<file path="src/rtl/alu_pkg.sv">
// Shared opcodes, flag indices and FSM state for the ALU command sequencer.
// Also holds the opcode-legality and settle-time helpers.
package alu_pkg;

  localparam logic [3:0] OP_ADD    = 4'b0000;
  localparam logic [3:0] OP_SUB    = 4'b0001;
  localparam logic [3:0] OP_MULT   = 4'b0010;
  localparam logic [3:0] OP_DIV    = 4'b0011;
  localparam logic [3:0] OP_AND    = 4'b0100;
  localparam logic [3:0] OP_OR     = 4'b0101;
  localparam logic [3:0] OP_XOR    = 4'b0110;
  localparam logic [3:0] OP_NOT    = 4'b0111;
  localparam logic [3:0] OP_NAND   = 4'b1000;
  localparam logic [3:0] OP_NOR    = 4'b1001;
  localparam logic [3:0] OP_LSHIFT = 4'b1010;
  localparam logic [3:0] OP_RSHIFT = 4'b1011;
  localparam logic [3:0] OP_IDLE   = 4'b1100;

  localparam int FLG_COUT = 4;
  localparam int FLG_Z    = 3;
  localparam int FLG_N    = 2;
  localparam int FLG_C    = 1;
  localparam int FLG_V    = 0;

  typedef enum logic [1:0] {
    ST_IDLE,
    ST_WAIT,
    ST_RESP
  } state_e;

  // Opcodes 1100-1111 are unused by the ALU.
  function automatic logic op_legal(input logic [3:0] op);
    return !(op[3] && op[2]);
  endfunction

  function automatic logic [7:0] settle_cycles(
    input logic [3:0] op,
    input int base_w,
    input int mul_w,
    input int div_w
  );
    if (op == OP_DIV)  return 8'(div_w);
    if (op == OP_MULT) return 8'(mul_w);
    return 8'(base_w);
  endfunction

endpackage

</file>
<file path="src/rtl/alu_cmd_sequencer_if.sv">
// Command and response handshake bundle of the ALU command sequencer.
// master = command producer / response consumer, slave = sequencer.
interface alu_cmd_sequencer_if #(
  parameter int TAG_W = 4
);
  logic             cmd_valid;
  logic             cmd_ready;
  logic [15:0]      cmd_a;
  logic [15:0]      cmd_b;
  logic [3:0]       cmd_op;
  logic [TAG_W-1:0] cmd_tag;

  logic             rsp_valid;
  logic             rsp_ready;
  logic [31:0]      rsp_result;
  logic [15:0]      rsp_remainder;
  logic [4:0]       rsp_flags;
  logic             rsp_err;
  logic [TAG_W-1:0] rsp_tag;

  modport master (
    output cmd_valid, cmd_a, cmd_b, cmd_op, cmd_tag,
    input  cmd_ready,
    input  rsp_valid, rsp_result, rsp_remainder,
    input  rsp_flags, rsp_err, rsp_tag,
    output rsp_ready
  );

  modport slave (
    input  cmd_valid, cmd_a, cmd_b, cmd_op, cmd_tag,
    output cmd_ready,
    output rsp_valid, rsp_result, rsp_remainder,
    output rsp_flags, rsp_err, rsp_tag,
    input  rsp_ready
  );
endinterface

</file>
<file path="src/rtl/alu_cmd_fifo.sv">
// Synchronous command FIFO with async reset and occupancy count.
// Pushes into a full FIFO are dropped even if a pop happens that cycle.
module alu_cmd_fifo #(
  parameter int DEPTH = 4,
  parameter int WIDTH = 40
) (
  input  logic                   clk,
  input  logic                   rst,
  input  logic                   push,
  input  logic [WIDTH-1:0]       din,
  input  logic                   pop,
  output logic [WIDTH-1:0]       dout,
  output logic                   full,
  output logic                   empty,
  output logic [$clog2(DEPTH):0] count
);
  localparam int AW = $clog2(DEPTH);
  localparam int CW = AW + 1;

  logic [WIDTH-1:0] mem_q [DEPTH];
  logic [WIDTH-1:0] mem_d [DEPTH];
  logic [AW-1:0]    wr_q, wr_d;
  logic [AW-1:0]    rd_q, rd_d;
  logic [CW-1:0]    count_q, count_d;
  logic             push_ok;
  logic             pop_ok;

  assign full  = (count_q == CW'(DEPTH));
  assign empty = (count_q == '0);
  assign count = count_q;
  assign dout  = mem_q[rd_q];

  // Pointer, storage and occupancy update for this cycle.
  always_comb begin
    push_ok = push && !full;
    pop_ok  = pop && !empty;
    mem_d   = mem_q;
    wr_d    = wr_q;
    rd_d    = rd_q;
    if (push_ok) begin
      mem_d[wr_q] = din;
      wr_d        = wr_q + AW'(1);
    end
    if (pop_ok) begin
      rd_d = rd_q + AW'(1);
    end
    count_d = count_q + CW'(push_ok) - CW'(pop_ok);
  end

  // FIFO state registers.
  always_ff @(posedge clk or posedge rst) begin
    if (rst) begin
      mem_q   <= '{default: '0};
      wr_q    <= '0;
      rd_q    <= '0;
      count_q <= '0;
    end else begin
      mem_q   <= mem_d;
      wr_q    <= wr_d;
      rd_q    <= rd_d;
      count_q <= count_d;
    end
  end
endmodule

</file>
<file path="src/rtl/alu_cmd_sequencer.sv">
// Queues tagged ALU commands, drives the ALU, waits the settle time and
// returns the captured result on a backpressured response channel.
module alu_cmd_sequencer #(
  parameter int DEPTH     = 4,
  parameter int TAG_W     = 4,
  parameter int BASE_WAIT = 1,
  parameter int MUL_WAIT  = 2,
  parameter int DIV_WAIT  = 4
) (
  input  logic                   clk,
  input  logic                   rst,
  alu_cmd_sequencer_if.slave     bus,
  output logic [15:0]            alu_a,
  output logic [15:0]            alu_b,
  output logic [3:0]             alu_operation,
  input  logic [31:0]            alu_result,
  input  logic [15:0]            alu_remainder,
  input  logic                   alu_c_out,
  input  logic                   alu_z,
  input  logic                   alu_n,
  input  logic                   alu_c,
  input  logic                   alu_v,
  output logic                   busy,
  output logic [$clog2(DEPTH):0] cmd_count
);
  import alu_pkg::*;

  localparam int EW = 36 + TAG_W;

  logic [EW-1:0]    fifo_din;
  logic [EW-1:0]    fifo_dout;
  logic             fifo_full;
  logic             fifo_empty;
  logic [15:0]      head_a;
  logic [15:0]      head_b;
  logic [3:0]       head_op;
  logic [TAG_W-1:0] head_tag;
  logic             head_legal;
  logic             issue;
  logic             finish;

  state_e           state_q, state_d;
  logic [7:0]       wait_q, wait_d;
  logic [15:0]      alu_a_q, alu_a_d;
  logic [15:0]      alu_b_q, alu_b_d;
  logic [3:0]       alu_op_q, alu_op_d;
  logic [TAG_W-1:0] tag_q, tag_d;
  logic [31:0]      res_q, res_d;
  logic [15:0]      rem_q, rem_d;
  logic [4:0]       flg_q, flg_d;
  logic             err_q, err_d;

  assign fifo_din = {bus.cmd_tag, bus.cmd_op, bus.cmd_b, bus.cmd_a};
  assign {head_tag, head_op, head_b, head_a} = fifo_dout;
  assign head_legal = op_legal(head_op);

  alu_cmd_fifo #(
    .DEPTH (DEPTH),
    .WIDTH (EW)
  ) u_fifo (
    .clk   (clk),
    .rst   (rst),
    .push  (bus.cmd_valid),
    .din   (fifo_din),
    .pop   (issue),
    .dout  (fifo_dout),
    .full  (fifo_full),
    .empty (fifo_empty),
    .count (cmd_count)
  );

  assign issue = !fifo_empty &&
    ((state_q == ST_IDLE) ||
     ((state_q == ST_RESP) && bus.rsp_ready));
  assign finish = (state_q == ST_WAIT) && (wait_q == 8'd1);

  // FSM state register.
  always_ff @(posedge clk or posedge rst) begin
    if (rst) state_q <= ST_IDLE;
    else     state_q <= state_d;
  end

  // Next state: issue from IDLE/RESP, leave WAIT when settled.
  always_comb begin
    state_d = state_q;
    unique case (state_q)
      ST_IDLE: begin
        if (issue) state_d = head_legal ? ST_WAIT : ST_RESP;
      end
      ST_WAIT: begin
        if (finish) state_d = ST_RESP;
      end
      ST_RESP: begin
        if (bus.rsp_ready) begin
          if (issue) state_d = head_legal ? ST_WAIT : ST_RESP;
          else       state_d = ST_IDLE;
        end
      end
      default: state_d = ST_IDLE;
    endcase
  end

  // Datapath: ALU drive on legal issue, response capture otherwise.
  always_comb begin
    wait_d   = wait_q;
    alu_a_d  = alu_a_q;
    alu_b_d  = alu_b_q;
    alu_op_d = alu_op_q;
    tag_d    = tag_q;
    res_d    = res_q;
    rem_d    = rem_q;
    flg_d    = flg_q;
    err_d    = err_q;
    if (state_q == ST_WAIT) wait_d = wait_q - 8'd1;
    unique case (1'b1)
      issue && head_legal: begin
        alu_a_d  = head_a;
        alu_b_d  = head_b;
        alu_op_d = head_op;
        tag_d    = head_tag;
        wait_d   = settle_cycles(head_op, BASE_WAIT,
                                 MUL_WAIT, DIV_WAIT);
      end
      issue && !head_legal: begin
        tag_d = head_tag;
        res_d = '0;
        rem_d = '0;
        flg_d = '0;
        err_d = 1'b1;
      end
      finish: begin
        res_d           = alu_result;
        rem_d           = alu_remainder;
        flg_d[FLG_COUT] = alu_c_out;
        flg_d[FLG_Z]    = alu_z;
        flg_d[FLG_N]    = alu_n;
        flg_d[FLG_C]    = alu_c;
        flg_d[FLG_V]    = alu_v;
        err_d = (alu_op_q == OP_DIV) && (alu_b_q == '0);
      end
      default: ;
    endcase
  end

  // Datapath registers; the ALU idles on an unused opcode after reset.
  always_ff @(posedge clk or posedge rst) begin
    if (rst) begin
      wait_q   <= '0;
      alu_a_q  <= '0;
      alu_b_q  <= '0;
      alu_op_q <= OP_IDLE;
      tag_q    <= '0;
      res_q    <= '0;
      rem_q    <= '0;
      flg_q    <= '0;
      err_q    <= 1'b0;
    end else begin
      wait_q   <= wait_d;
      alu_a_q  <= alu_a_d;
      alu_b_q  <= alu_b_d;
      alu_op_q <= alu_op_d;
      tag_q    <= tag_d;
      res_q    <= res_d;
      rem_q    <= rem_d;
      flg_q    <= flg_d;
      err_q    <= err_d;
    end
  end

  assign alu_a             = alu_a_q;
  assign alu_b             = alu_b_q;
  assign alu_operation     = alu_op_q;
  assign busy              = (state_q != ST_IDLE);
  assign bus.cmd_ready     = !fifo_full;
  assign bus.rsp_valid     = (state_q == ST_RESP);
  assign bus.rsp_result    = res_q;
  assign bus.rsp_remainder = rem_q;
  assign bus.rsp_flags     = flg_q;
  assign bus.rsp_err       = err_q;
  assign bus.rsp_tag       = tag_q;
endmodule

</file>
<file path="src/flat_wrapper.sv">
// flat-port wrapper written by rule: the top's interface ports become plain ports
module alu_cmd_sequencer_flat import alu_pkg::*;
#(
  parameter int DEPTH     = 4,
  parameter int TAG_W     = 4,
  parameter int BASE_WAIT = 1,
  parameter int MUL_WAIT  = 2,
  parameter int DIV_WAIT  = 4
)
  (clk, rst, alu_a, alu_b, alu_operation, alu_result, alu_remainder, alu_c_out, alu_z, alu_n, alu_c, alu_v, busy, cmd_count, bus_cmd_valid, bus_cmd_a, bus_cmd_b, bus_cmd_op, bus_cmd_tag, bus_cmd_ready, bus_rsp_valid, bus_rsp_result, bus_rsp_remainder, bus_rsp_flags, bus_rsp_err, bus_rsp_tag, bus_rsp_ready);
  alu_cmd_sequencer_if #(.TAG_W(TAG_W)) bus_i ();
  input  logic clk;
  input  logic rst;
  output logic [15:0] alu_a;
  output logic [15:0] alu_b;
  output logic [3:0] alu_operation;
  input  logic [31:0] alu_result;
  input  logic [15:0] alu_remainder;
  input  logic alu_c_out;
  input  logic alu_z;
  input  logic alu_n;
  input  logic alu_c;
  input  logic alu_v;
  output logic busy;
  output logic [$clog2(DEPTH):0] cmd_count;
  input wire logic [$bits(bus_i.cmd_valid)-1:0] bus_cmd_valid;
  input wire logic [$bits(bus_i.cmd_a)-1:0] bus_cmd_a;
  input wire logic [$bits(bus_i.cmd_b)-1:0] bus_cmd_b;
  input wire logic [$bits(bus_i.cmd_op)-1:0] bus_cmd_op;
  input wire logic [$bits(bus_i.cmd_tag)-1:0] bus_cmd_tag;
  output wire logic [$bits(bus_i.cmd_ready)-1:0] bus_cmd_ready;
  output wire logic [$bits(bus_i.rsp_valid)-1:0] bus_rsp_valid;
  output wire logic [$bits(bus_i.rsp_result)-1:0] bus_rsp_result;
  output wire logic [$bits(bus_i.rsp_remainder)-1:0] bus_rsp_remainder;
  output wire logic [$bits(bus_i.rsp_flags)-1:0] bus_rsp_flags;
  output wire logic [$bits(bus_i.rsp_err)-1:0] bus_rsp_err;
  output wire logic [$bits(bus_i.rsp_tag)-1:0] bus_rsp_tag;
  input wire logic [$bits(bus_i.rsp_ready)-1:0] bus_rsp_ready;
  assign bus_i.cmd_valid = bus_cmd_valid;
  assign bus_i.cmd_a = bus_cmd_a;
  assign bus_i.cmd_b = bus_cmd_b;
  assign bus_i.cmd_op = bus_cmd_op;
  assign bus_i.cmd_tag = bus_cmd_tag;
  assign bus_cmd_ready = bus_i.cmd_ready;
  assign bus_rsp_valid = bus_i.rsp_valid;
  assign bus_rsp_result = bus_i.rsp_result;
  assign bus_rsp_remainder = bus_i.rsp_remainder;
  assign bus_rsp_flags = bus_i.rsp_flags;
  assign bus_rsp_err = bus_i.rsp_err;
  assign bus_rsp_tag = bus_i.rsp_tag;
  assign bus_i.rsp_ready = bus_rsp_ready;
  alu_cmd_sequencer #(.DEPTH(DEPTH), .TAG_W(TAG_W), .BASE_WAIT(BASE_WAIT), .MUL_WAIT(MUL_WAIT), .DIV_WAIT(DIV_WAIT)) u_core (.clk(clk), .rst(rst), .bus(bus_i), .alu_a(alu_a), .alu_b(alu_b), .alu_operation(alu_operation), .alu_result(alu_result), .alu_remainder(alu_remainder), .alu_c_out(alu_c_out), .alu_z(alu_z), .alu_n(alu_n), .alu_c(alu_c), .alu_v(alu_v), .busy(busy), .cmd_count(cmd_count));
endmodule
</file>
<file path="config.mk">
export PLATFORM = sky130hd
export DESIGN_NAME = alu_cmd_sequencer_flat
export DESIGN_NICKNAME = d
export VERILOG_FILES = /design/src/rtl/alu_pkg.sv /design/src/rtl/alu_cmd_sequencer_if.sv /design/src/rtl/alu_cmd_fifo.sv /design/src/rtl/alu_cmd_sequencer.sv /design/src/flat_wrapper.sv
export SDC_FILE = /design/constraint.sdc
export NUM_CORES = 1
export LEC_CHECK = 0
export BUFFER_PORTS_ARGS = -buffer_cell sky130_fd_sc_hd__buf_2
export CAP_MARGIN = 20
export CORE_AREA = 2 2 197 199
export DETAILED_ROUTE_END_ITERATION = 10
export DIE_AREA = 0 0 199 201
export HOLD_SLACK_MARGIN = 0.06
export SLEW_MARGIN = 10
export SYNTH_ARGS = -nofsm -noshare
export SYNTH_HDL_FRONTEND = slang
export SYNTH_SLANG_ARGS = --single-unit
</file>
<file path="constraint.sdc">
create_clock -name clk -period 18.9 [get_ports clk]
set_clock_uncertainty 0.15 [all_clocks]
set_input_delay 1.89 -clock clk [delete_from_list [all_inputs] [get_ports clk]]
set_output_delay 1.89 -clock clk [all_outputs]
set_load 0.03 [all_outputs]
</file>
==> metrics.md <==
| Metric | Value |
|---|---|
| Status | `completed` |
| Share of the synthesized area in the top cell type | `around three fifths` |
| CTS tree | `done` |
| Layout area overhead | `23.7%` |
| Share of cells above drive strength 1 | `between 50% and 60%` |
| Seq/Total Area, Yosys | `60.5%` |
| Cell internal pwr | `around 0.0018 W` |
| FF+latch count, synth | `271` |
| Worst-skew pair later-pin latency | `about 0.56 ns` |
| CTS root buf | `clkbuf_16` |
| Slew @ Worst Pin | `between 0.9 and 1 ns` |
| Dominant cell type by area after synthesis | `dfrtp_1` |
| CTS-repair resized insts | `0` |
| RePlAce Congestion | `~0.69` |
| Setup bufs post-CTS | `0` |
| Power Dens Cells | `203 nW/um^2` |
| Initial core utilization | `29.4%` |
| Psw | `0.00100 W` |
| Crit path cell chain | `buf_2, nor2b_1, nor3_2, ha_1, inv_1, ha_1, inv_1, fa_1, xnor2_1, xnor2_1` |
| Syn Area/Cell | `roughly 16 sq um` |
| Crit path kind | `in -> reg` |
| Top_reg_cell synth | `dfrtp_1` |
| Die height | `around 200 um` |
| Vias | `6699` |
| Yosys warns | `0` |
| Total Power | `between 0.002 and 0.003 W` |
| Io pins | `between 150 and 200` |
| Final setup violation count | `0` |
| RSZ-0062 raised after global routing | `no` |
| Max Fclk | `between 0.2 and 0.3 GHz` |
| Final worst setup slack | `approximately 15 ns` |
| Max-cap viol count | `0` |
| Syn_nets | `802` |
| Max clock buf depth | `3` |
| TNS Setup | `0 ns` |
| Tightest Hold Check Type | `reg -> reg` |
| Max Slew Vio Count | `0` |
| Detailed-placement wirelength estimate | `between 15000 and 20000 um` |
| Number of global-route vias before repair | `between 6k and 7k` |
| Worst path top cell family by delay | `adder cells` |
| NumNets Final | `between 1k and 1.5k` |
| Final WL | `between 20000 and 30000 um` |
| CTS Hold Bufs | `0` |
| DRT antenna net count | `0` |
| Post-Place Setup Slack | `~14 ns` |
| Total CTS buffers | `30` |
| Critical path data arrival time | `4.07 ns` |
| Most frequent cells in the layout | `dfrtp_1, buf_2, mux2_2` |
| Nature of the critical path startpoint | `input pin` |
| First-pass GRT wire length | `just under 40000 um` |
| DRC Markers | `0` |
| Sw frac | `between 30% and 40%` |
| Post-synth ARST share | `100%` |
| CP Capture Type | `flop` |
| Synth cell types | `between 40 and 50` |
| Hold_ws | `0.333 ns` |
| VDD IR max | `83.9 uV` |
| CP required | `roughly 19 ns` |
| Comb pwr share | `between 40% and 50%` |
| Minimum clock period | `3.78 ns` |
| Port bufs | `around 200` |
| Slowest cell on the critical path | `nor3_2` |
| Period utilization | `about 20%` |
| CP peak stage delay | `between 0.7 and 0.8 ns` |
| Largest net degree at the start of global routing | `around 130` |
| Fillers | `around 3.7k` |
| GRT Residual Overflow | `0` |
| Initial drt markers | `226` |
| Standard-cell row count | `between 70 and 80` |
| Slew headroom | `between 30% and 40%` |
| Avg WL per Cell | `around 18 um` |
| Worst R2R Setup Slack | `approximately 15 ns` |
| Reg power frac | `a little under two fifths` |
| Core area | `~38000 sq um` |
| LEAKAGE | `6.32 nW` |
| Clock group share of total power | `22.2%` |
| Final hold violations | `0` |
| Clock Sinks | `around 270` |
| Commonest non-fill, non-tap cell in the layout | `dfrtp_1` |
| All-Layer GR Usage | `around 13%` |
| Initial antenna violation count | `7` |
| Synthesized instance count | `696` |
| DRT Pass-1 Iters | `4` |
| Worst Path Max Fanout | `10` |
| Die area | `40000 sq um` |
| DR vias/cell | `between 4 and 5` |
| Die X | `199 um` |
| # H-tree levels | `1` |
| Main area contributors after synthesis | `dfrtp_1, mux2_2, mux4_2` |
| Buf/Inv on CP | `3` |
| Post-synth EDFFs | `0` |
| Clock transition at path regs | `0.06 ns` |
| Post-synthesis cell area | `about 11000 sq um` |
[layout make-up]
| class | instances | area (sq um) | share of cell area [%] |
|---|---|---|---|
| clock buffers | 42 | 867 | 6.25 |
| clock inverters | 12 | 194 | 1.40 |
| flip-flops and latches | 271 | 6790 | 49.0 |
| diodes | 1 | 2.50 | 0.0180 |
| multi-input cells | 373 | 4210 | 30.4 |
| well taps | 518 | 648 | 4.67 |
| repair buffers | 208 | 1100 | 7.96 |
| inverters | 12 | 52.6 | 0.379 |
[power by group through the flow]
stage | combinational [W] | sequential [W] | clock (W)
floorplan | 0.000716 | 0.00119 | 0
global placement | 0.00113 | 0.00106 | 0
detailed placement | 0.00115 | 0.00107 | 0
CTS | 0.00116 | 0.00106 | 0.000643
global route | 0.00123 | 0.00110 | 0.000665
finish | 0.00114 | 0.00106 | 0.000625
[sequential cells by signal, indices dropped and copies added (netlist names)]
signal and count:
u_core.u_fifo.wr_q 2, u_core.bus.rsp_remainder 16, u_core.alu_a 16, u_core.u_fifo.count 3, u_core.alu_operation 4, u_core.bus.rsp_err 1
u_core.state_q 2, u_core.bus.rsp_flags 5, u_core.u_fifo.mem_q 160, u_core.u_fifo.rd_q 2, u_core.wait_q 8, u_core.bus.rsp_tag 4
u_core.bus.rsp_result 32, u_core.alu_b 16
[Yosys cell counts, types with 2 or more instances]
cell type / number
a21o_1: 3
a21oi_1: 2
a22o_1: 54
a22oi_1: 2
buf_1: 3
buf_2: 7
buf_6: 4
clkbuf_1: 25
dfrtp_1: 269
dfstp_2: 2
ha_1: 8
inv_1: 12
mux2_1: 23
mux2_2: 175
mux4_2: 40
nand2_1: 10
nand3_1: 4
nand3b_1: 2
nor2_1: 12
nor2b_1: 3
nor3_1: 2
nor4_1: 6
o21ai_0: 2
xnor2_1: 4
xor2_1: 6
[worst paths after layout]
| path | startpoint | endpoint | cells after the start |
|---|---|---|---|
| setup / recovery | bus_rsp_ready | u_core.u_fifo.count[2] | 10 |
| max in group asynchronous | rst | u_core.alu_a[6] | 5 |
| min in group asynchronous | rst | u_core.bus.rsp_result[7] | 2 |
| hold / removal | u_core.alu_a[7] | u_core.alu_a[7] | 1 |
| hold reg to reg | u_core.alu_a[7] | u_core.alu_a[7] | 1 |
| setup reg to reg | u_core.u_fifo.rd_q[0] | u_core.alu_a[9] | 4 |
[layer usage]
| metal | wire length (um) | GRT usage [%] | part of all wire, % |
|---|---|---|---|
| met3 | 1950 | 3.91 | 7.5 |
| met1 | 11100 | 16.4 | 43 |
| met4 | 612 | 3.14 | 2.4 |
| met5 | 62 | 0 | 0.24 |
| met2 | 12300 | 21.0 | 47 |
[through the flow]
stage          std cells  cell area [sq um]  util, %
6_report            1437              13900     36.4
5_1_grt             1436              13900     36.4
4_1_cts             1434              13800     36.3
3_5_place_dp        1380              12800     33.5
3_3_place_gp        1380              12800     33.5
2_1_floorplan        696              11200        -
[cell families after synthesis]
logic type	synth area share [%]
xor+xnor	0.781
buf+inv	2.12
fa+ha+maj	1.07
mux	27.9
compound gates	5.37
flops	60.5
simple gates	2.19
(Power assumes the default switching activity.)
